===== src/rtl/closure_pkg.sv =====
// Shared defaults, FSM encoding and peak-to-peak saturation limit for the
// closure-phase decimator.
package closure_pkg;

  localparam int LOG2_DEC_DEF   = 12;
  localparam int DATA_WIDTH_DEF = 32;

  typedef enum logic {
    ST_IDLE = 1'b0,
    ST_RUN  = 1'b1
  } state_e;

  // Largest positive value of a signed word; peak-to-peak is clamped to it.
  localparam logic [DATA_WIDTH_DEF-1:0] PP_SAT_DEF = {1'b0, {(DATA_WIDTH_DEF-1){1'b1}}};

  // Same limit for an arbitrary word width (up to 64 bits).
  function automatic logic [63:0] pp_sat_value(input int unsigned width);
    return (64'd1 << (width - 1)) - 64'd1;
  endfunction

endpackage


===== src/rtl/closure_phase_decimator_running_extrema.sv =====
// Running minimum/maximum of a signed sample stream. A seed loads both
// extrema from the sample; an update widens them to include the sample.
module running_extrema
  import closure_pkg::*;
#(
  parameter int DATA_WIDTH = DATA_WIDTH_DEF
) (
  input  logic                         clk,
  input  logic                         rst,
  input  logic                         seed,
  input  logic                         update,
  input  logic signed [DATA_WIDTH-1:0] sample,
  output logic signed [DATA_WIDTH-1:0] min,
  output logic signed [DATA_WIDTH-1:0] max
);

  // Seed takes priority; otherwise track the extremes of accepted samples.
  always_ff @(posedge clk or negedge rst) begin
    if (!rst) begin
      min <= '0;
      max <= '0;
    end else if (seed) begin
      min <= sample;
      max <= sample;
    end else if (update) begin
      if (sample < min) min <= sample;
      if (sample > max) max <= sample;
    end
  end

endmodule


===== src/rtl/closure_phase_decimator.sv =====
// Decimates a closure-phase stream into blocks of 2^LOG2_DEC samples and
// emits the block mean and peak-to-peak on a shared-valid stream output.
module closure_phase_decimator
  import closure_pkg::*;
#(
  parameter int LOG2_DEC   = LOG2_DEC_DEF,
  parameter int DATA_WIDTH = DATA_WIDTH_DEF
) (
  input  logic                         clk,
  input  logic                         rst,
  input  logic                         en,
  input  logic signed [DATA_WIDTH-1:0] phase_in,
  input  logic                         phase_valid,
  input  logic                         clr_ovr,
  output logic signed [DATA_WIDTH-1:0] M_AXIS_MEAN_tdata,
  output logic        [DATA_WIDTH-1:0] M_AXIS_PP_tdata,
  output logic                         M_AXIS_tvalid,
  input  logic                         M_AXIS_tready,
  output logic                         overrun
);

  localparam int ACC_W = DATA_WIDTH + LOG2_DEC;
  localparam logic [DATA_WIDTH-1:0] PP_SAT = DATA_WIDTH'(pp_sat_value(DATA_WIDTH));

  state_e state_q, state_d;

  logic        [LOG2_DEC-1:0]   cnt_p0;
  logic signed [ACC_W-1:0]      acc_p0;
  logic signed [DATA_WIDTH-1:0] min_p0, max_p0;

  logic signed [DATA_WIDTH-1:0] mean_p1;
  logic        [DATA_WIDTH-1:0] pp_p1;
  logic                         vld_p1;
  logic                         ovr_q;

  logic                         accept, last, blk_clr;
  logic                         ext_seed, ext_update;
  logic signed [DATA_WIDTH-1:0] ext_sample;
  logic signed [ACC_W-1:0]      sample_ext, sum;
  logic signed [DATA_WIDTH-1:0] fmin, fmax;
  logic        [DATA_WIDTH:0]   diff;

  // Floor mean: arithmetic shift of the full block sum.
  function automatic logic signed [DATA_WIDTH-1:0] round_mean(input logic signed [ACC_W-1:0] s);
    logic signed [ACC_W-1:0] sh;
    sh = s >>> LOG2_DEC;
    return sh[DATA_WIDTH-1:0];
  endfunction

  // Clamp the (non-negative) extrema spread to the largest signed word.
  function automatic logic [DATA_WIDTH-1:0] sat_pp(input logic [DATA_WIDTH:0] d);
    if (d > {1'b0, PP_SAT}) return PP_SAT;
    return d[DATA_WIDTH-1:0];
  endfunction

  assign accept     = (state_q == ST_RUN) && en && phase_valid;
  assign last       = accept && (cnt_p0 == {LOG2_DEC{1'b1}});
  assign blk_clr    = !en;
  assign sample_ext = {{LOG2_DEC{phase_in[DATA_WIDTH-1]}}, phase_in};
  assign sum        = acc_p0 + sample_ext;
  assign fmax       = (phase_in > max_p0) ? phase_in : max_p0;
  assign fmin       = (phase_in < min_p0) ? phase_in : min_p0;
  assign diff       = {fmax[DATA_WIDTH-1], fmax} - {fmin[DATA_WIDTH-1], fmin};

  // Dropping en zeroes the extrema by seeding them with 0.
  assign ext_seed   = blk_clr || (accept && (cnt_p0 == '0));
  assign ext_update = accept;
  assign ext_sample = blk_clr ? '0 : phase_in;

  // FSM state register.
  always_ff @(posedge clk or negedge rst) begin
    if (!rst) state_q <= ST_IDLE;
    else      state_q <= state_d;
  end

  // FSM next state: run follows en.
  always_comb begin
    state_d = state_q;
    case (state_q)
      ST_IDLE: if (en)  state_d = ST_RUN;
      ST_RUN:  if (!en) state_d = ST_IDLE;
      default: state_d = ST_IDLE;
    endcase
  end

  // ---- stage p0: block accumulation ----
  // Count and sum accepted samples; the last sample wraps and reseeds.
  always_ff @(posedge clk or negedge rst) begin
    if (!rst) begin
      cnt_p0 <= '0;
      acc_p0 <= '0;
    end else if (blk_clr) begin
      cnt_p0 <= '0;
      acc_p0 <= '0;
    end else if (accept) begin
      cnt_p0 <= cnt_p0 + 1'b1;
      acc_p0 <= last ? '0 : sum;
    end
  end

  running_extrema #(.DATA_WIDTH(DATA_WIDTH)) u_extrema (
    .clk    (clk),
    .rst    (rst),
    .seed   (ext_seed),
    .update (ext_update),
    .sample (ext_sample),
    .min    (min_p0),
    .max    (max_p0)
  );

  // ---- stage p1: result hold and handshake ----
  // Load a finished block unless a held result is still unaccepted.
  always_ff @(posedge clk or negedge rst) begin
    if (!rst) begin
      mean_p1 <= '0;
      pp_p1   <= '0;
      vld_p1  <= 1'b0;
      ovr_q   <= 1'b0;
    end else begin
      if (last && (!vld_p1 || M_AXIS_tready)) begin
        mean_p1 <= round_mean(sum);
        pp_p1   <= sat_pp(diff);
        vld_p1  <= 1'b1;
      end else if (vld_p1 && M_AXIS_tready) begin
        vld_p1  <= 1'b0;
      end
      if (last && vld_p1 && !M_AXIS_tready) ovr_q <= 1'b1;
      else if (clr_ovr)                     ovr_q <= 1'b0;
    end
  end

  assign M_AXIS_MEAN_tdata = mean_p1;
  assign M_AXIS_PP_tdata   = pp_p1;
  assign M_AXIS_tvalid     = vld_p1;
  assign overrun           = ovr_q;

endmodule


===== config.mk =====
export PLATFORM = sky130hd
export DESIGN_NAME = closure_phase_decimator
export DESIGN_NICKNAME = d
export VERILOG_FILES = /design/src/rtl/closure_pkg.sv /design/src/rtl/closure_phase_decimator_running_extrema.sv /design/src/rtl/closure_phase_decimator.sv
export SDC_FILE = /design/constraint.sdc
export NUM_CORES = 1
export LEC_CHECK = 0
export CAP_MARGIN = 0
export CORE_MARGIN = 2
export CORE_UTILIZATION = 65
export DETAILED_ROUTE_END_ITERATION = 12
export GPL_TIMING_DRIVEN = 0
export PLACE_DENSITY_LB_ADDON = 0.3
export SETUP_SLACK_MARGIN = 0.02
export SYNTH_ARGS = -nofsm -noshare
export SYNTH_HDL_FRONTEND = slang
export SYNTH_SLANG_ARGS = --single-unit

===== constraint.sdc =====
create_clock -name clk -period 14.5 [get_ports clk]
set_input_delay 4.35 -clock clk [delete_from_list [all_inputs] [get_ports clk]]
set_output_delay 4.35 -clock clk [all_outputs]
set_load 0.02 [all_outputs]

* After elaboration in Yosys (flattened, before gate mapping)
Index checks and enable logic that the tools add are counted.
** Operators by class
- Add/subtract/negate cells :: 3
- Order comparisons :: 5
- Eq/ne operators :: 2
- Multiplexer cells :: 23
- Reductions and logical operators :: 21
** Operators with widths (count)
- 2-to-1 mux 32 bit :: 11
- 2-to-1 mux 44 bit :: 3
- greater-than comparator 32 bit :: 2
- < comparator 32 bit :: 2
- adder 44 x 32 -> 44 bit :: 1
- greater-than comparator 33 x 31 -> 1 bit, second input constant :: 1
- subtractor 32 x 32 -> 33 bit :: 1
- 2-to-1 mux 12 bit :: 2
- adder 12 x 1 -> 12 bit, second input constant :: 1
- equality test 12 bit, second input constant :: 1
- zero test 12 bit :: 1
- nonzero test 2 bit :: 5
- logical AND 1 bit :: 8
- 2-to-1 mux 1 bit :: 7
- AND reduction 2 bit :: 2
- zero test 1 bit :: 3
- logical OR 1 bit :: 2
- inequality test 2 x 1 -> 1 bit, second input constant :: 1
** Storage, ports and cells
- Flip-flop bits (word level) :: 187
- Input bits :: 38
- Output and inout port bits :: 66

* Longest topological paths before layout
- Depth after elaboration :: 7
- Depth in mapped cells :: 25

* Modules after synthesis
A second synthesis with hierarchy kept.
** Second synthesis, totals
- Cells, all modules :: 1666
- Area, all modules :: 15378.5 µm²
** Modules (own cells, without submodules)
- closure_phase_decimator :: times used 1, cells each 1304, area each 11229.5 µm²
- running_extrema :: times used 1, cells each 362, area each 4149.0 µm²

* Least setup slack after synthesis
OpenSTA, ideal clock, no wires.
- Kind :: input to register
- From :: input phase_in[25]
- To :: register pp_p1[30], in the netlist M_AXIS_PP_tdata[30]
- Setup time :: 0.082 ns
- Arrival :: 8.757 ns
- Path slack :: 5.661 ns
- Stages on the path :: 22
- Path through :: ha_1 -> a21o_1 -> a21o_1 -> a221o_1 -> a211o_1 -> a211oi_1 -> o21a_1 -> nand2_1 -> clkbuf_1 -> o211ai_1 -> a21oi_1 -> ha_1 -> o21a_1 -> o31a_1 -> o21ai_1 -> o31ai_1 -> a21oi_1 -> a211oi_2 -> a21oi_1 -> a32o_1 -> buf_2 -> a31oi_1
** On the way
- Longest elaborated chain between the ends :: 7
- Elaborated cells on any way between the ends :: 9
- Classes of those cells :: 1 x add/sub; 3 x order compare; 5 x mux
** RTL lines
- start: declaration :: line closure_phase_decimator.sv:12 : input logic signed [DATA_WIDTH-1:0] phase_in,
- greater-than comparator 32 bit or < comparator 32 bit (tied branches) :: line closure_phase_decimator.sv:61, closure_phase_decimator.sv:62
- 2-to-1 mux 32 bit (on tied branches) :: line closure_phase_decimator.sv:61, closure_phase_decimator.sv:62
- subtractor 32 x 32 -> 33 bit (*) :: line closure_phase_decimator.sv:63 : assign diff = {fmax[DATA_WIDTH-1], fmax} - {fmin[DATA_WIDTH-1], fmin};
- greater-than comparator 33 x 31 -> 1 bit :: line closure_phase_decimator.sv:52 : if (d > {1'b0, PP_SAT}) return PP_SAT;
- 2-to-1 mux 1 bit :: line closure_phase_decimator.sv:52
- 2-to-1 mux 1 bit :: line closure_phase_decimator.sv:120 : if (last && (!vld_p1 || M_AXIS_tready)) begin
- 2-to-1 mux 32 bit (*) :: line closure_phase_decimator.sv:53 : return d[DATA_WIDTH-1:0];
- end signal: assignment :: line closure_phase_decimator.sv:122 : pp_p1 <= sat_pp(diff);
- end: declaration :: line closure_phase_decimator.sv:32 : logic [DATA_WIDTH-1:0] pp_p1;
Mark *: on every way between the ends. The rest lies on a longest branch, timed or not. The select of a mux whose other input is x is not followed.
A chain may end at the register's enable or synchronous reset.

* Worst setup path in the final report
- From :: input phase_in[1]
- To :: register pp_p1[2], in the netlist M_AXIS_PP_tdata[2]
The elaborated chain is that of the path after synthesis.

==> parameters.txt <==
Parameter                              Value

Logic synthesis
  Number of library cell types mapped by synthesis    77
  Dominant combinational cell family by area after synthesis    compound AO/OA/AOI/OAI gates
  Number of synthesized flops with an enable pin    0
  Area share of and/or/nand/nor cells after synthesis    0.1613
  Number of synthesized register bits    approximately 190
  Most instantiated flip-flop cell in the synthesis netlist    dfrtp_1
  Synth Net Count    about 2000
  Dominant cell by count in the synthesized netlist    ha_1
  Number of instances in the synthesized netlist    1815
  Leading area contributor after synthesis    dfrtp_1
  Ys Warns    0
  Sequential element share of the synthesized area    0.2936
  Synthesized area    15940 µm²
  Synth area leaders    dfrtp_1 (29%), ha_1 (16%), mux2_2 (5.2%)
  Post-synthesis share of cell area spent on xor and xnor gates    0.03792
  Mean area per synthesized cell    8.782 µm²
  Top-area cell type share of the netlist area    0.2936
  Adder-cell share of the synthesized area    0.1619
  Fraction of synthesis flops using an asynchronous set or reset pin    1.000
  Synthesized-area fraction occupied by ao, oa, aoi and oai cells    0.2278
  Mux cell area share after synthesis    0.07489
  List of most frequent post-synthesis cells    ha_1 (203), dfrtp_1 (187), nor2_1 (144)

Global routing
  GR Util All Layers    0.3625
  Maximum number of pins on one net before global-route repair    115
  Vias in the first global route    14760
  First-pass GRT wire length    75130 µm
  Total grt overflow    0
  Initial antenna violation count    0

Finish
  Multi-input gate area in the final layout    10580 µm²
  Core Util, Final    0.7456
  Post-layout net count    2181
  Ant diodes    0
  Synth-to-Final Area Change    13.10%
  Total of fill cells in the finished design    between 1500 and 2000
  Final std cells w/o fill    2275
  Fraction of layout instances using a drive strength above 1    0.07791
  Reg area    about 4700 µm²

Setup path
  Critical path endpoint category    flip-flop
  Worst EP arrival    11620 ps
  Critical Path, Cell by Cell    clkdlybuf4s50_1, ha_1, a21o_1, a21o_1, a21oi_1, o21ai_0, a41oi_1, o311ai_1, a221oi_1, buf_2, mux2i_1, ha_1, o21a_1, o31a_1, o21ai_1, o31ai_1, a21oi_1, a211oi_2, a41o_1, a32o_1, buf_2, a31oi_1
  Type of the worst setup path    in -> reg
  Buffering stage count on the worst path with inverters included    3
  Worst path max stage delay    1150 ps
  Levels on crit path    22
  Max FO, Critical Path    10
  Worst Reg2Reg Path Length in Cells    22
  Delay-heaviest family, CP    compound AO/OA/AOI/OAI gates
  CP startpoint kind    primary input
  Critical-path cell with the highest stage delay    a221oi_1
  Required @ worst endpoint    14770 ps
  Register-to-Register Setup Slack    7360 ps

STA
  Worst hold slack    between 400 and 500 ps
  Largest clock skew in the final design    12.57 ps
  Post-route worst setup slack    between 3000 and 4000 ps
  Unrepaired setup endpoints after global routing    false
  Final Critical Period    11350 ps
  Total negative setup slack    0 ps
  Number of hold violations in the final report    0
  Slew HR    0.1040
  Highest achievable clock rate    88.14 MHz
  Final setup violating endpoints    0
  Max Transition Viols Final    0
  Slew at the pin with the worst max-slew slack    1344 ps
  Final period util    0.7824

Drt
  Final wirelength    46150 µm
  Initial DRT Pass Iterations    5
  Total via count after detailed routing    between 10000 and 15000
  Final routed wire length divided by cell count    20.29 µm
  Antenna viol nets, final    0
  DR DRC count    0
  1st-iter DRT viols    1229
  Vias per std cell    about 6.6

Clocking
  Clock-pin slew on the worst setup and hold paths    roughly 80 ps
  Post CTS Setup Buffer Count    0
  CTS Root Cell    clkbuf_16
  CTS Hold Buffers Added    0
  Clk Latency, worst-skew pair    roughly 440 ps
  Maximum clock path buffer count    2
  Post-cts resize count    0
  CTS tree    built
  # clock sinks    approximately 190
  Total number of H-tree levels    4
  TritonCTS Buffers    17

Hold path
  Depth of the worst hold-timing path    2
  Min-Delay Path Class    reg -> reg

Job
  Max-cap violation count    0

Floorplanning
  Floorplan die height    160.6 µm
  Total Die Area    25790 µm²
  Cell Rows    57
  Core ar.    24180 µm²
  IO Count    104
  Chip width    between 150 and 200 µm
  Starting Density    0.6593

Placed design
  Final HPWL DP    35560 µm
  Number of placed instances, taps included    2243
  Post-Place Setup Slack    2906 ps
  Number of input and output port buffers inserted    103
  Final weighted congestion of routability-driven global placement    0.9505

Power and ir drop
  Largest voltage drop on the vdd net    about 0.077 mV
  Static leakage    between 8 and 9 nW
  Cell Pwr Density    ~140 nW/µm²

Status
  Result of the run    finished, final reports clean
-- per-layer routing --
metal / wire [µm] / share of wire / vias to the layer above / global-route usage
met5: 0 / 0 / - / 0
met4: 1876 / 0.041 / 0 / 0.1724
met3: 4029 / 0.087 / 137 / 0.05940
met2: 21300 / 0.46 / 703 / 0.5874
met1: 18940 / 0.41 / 7119 / 0.4764
li1: - / - / 6969 / -
-- final timing paths --
kind / start / endpoint
setup / recovery: phase_in[1] / M_AXIS_PP_tdata[2]
hold / removal: M_AXIS_MEAN_tdata[29] / M_AXIS_MEAN_tdata[29]
setup reg to reg: u_extrema.min[9] / M_AXIS_PP_tdata[2]
hold reg to reg: M_AXIS_MEAN_tdata[29] / M_AXIS_MEAN_tdata[29]
max in group asynchronous: rst / M_AXIS_MEAN_tdata[13]
min in group asynchronous: rst / M_AXIS_PP_tdata[6]
-- layout make-up --
class / count / area share
plain buffers: 83 / 0.01770
clock buffers: 18 / 0.02436
clock inverters: 14 / 0.009994
inverters: 96 / 0.01999
multi-input cells: 1449 / 0.5869
flip-flops and latches: 187 / 0.2596
well taps: 324 / 0.02249
repair buffers: 104 / 0.05899
-- cells by family after synthesis --
logic type,after synthesis
buffers and inverters,179
xor gates and xnor gates,69
muxes,110
adders and majority gates,205
DFF,187
and+or+nand+nor,524
AOI/OAI and AO/OA,541
-- layout by cell type (no fill, tap or decap), drive strengths merged, types with 29 or more instances in the layout --
master	n
a21o	76
clkbuf	91
mux2	74
clkdlybuf4s50	102
xor2	29
xnor2	40
nor2	144
o211ai	37
o21ai	77
and2	44
a21oi	142
ha	203
nand4	43
dfrtp	187
mux2i	36
a31oi	37
inv	102
nand3	37
nand2	140
-- worst min-delay path, stage by stage (launching register included) --
cell and delay [ps]:
dfrtp_1 350, nand2_1 50, nand3_1 50
-- registers in the layout, summed over array words and instances (netlist names) --
signal             cells
acc_p0                44
M_AXIS_PP_tdata       32
state_q                1
M_AXIS_MEAN_tdata     32
u_extrema.max         32
u_extrema.min         32
cnt_p0                12
M_AXIS_tvalid          1
overrun                1
-- power by group --
| part | internal [mW] | leakage [nW] | switching, mW |
|---|---|---|---|
| Clock | 0.267 | 0.301 | 0.235 |
| Combinational | 0.534 | 5.67 | 0.779 |
| Sequential | 0.568 | 2.52 | 0.0557 |
-- per-stage QoR --
stage	instance area [µm²]	total power [mW]
floorplan	15940	1.592
global placement	17380	1.865
detailed placement	17410	1.905
CTS	18030	2.408
global route	18030	2.602
finish	18030	2.439
No activity file was read; power rests on OpenSTA's default activity.
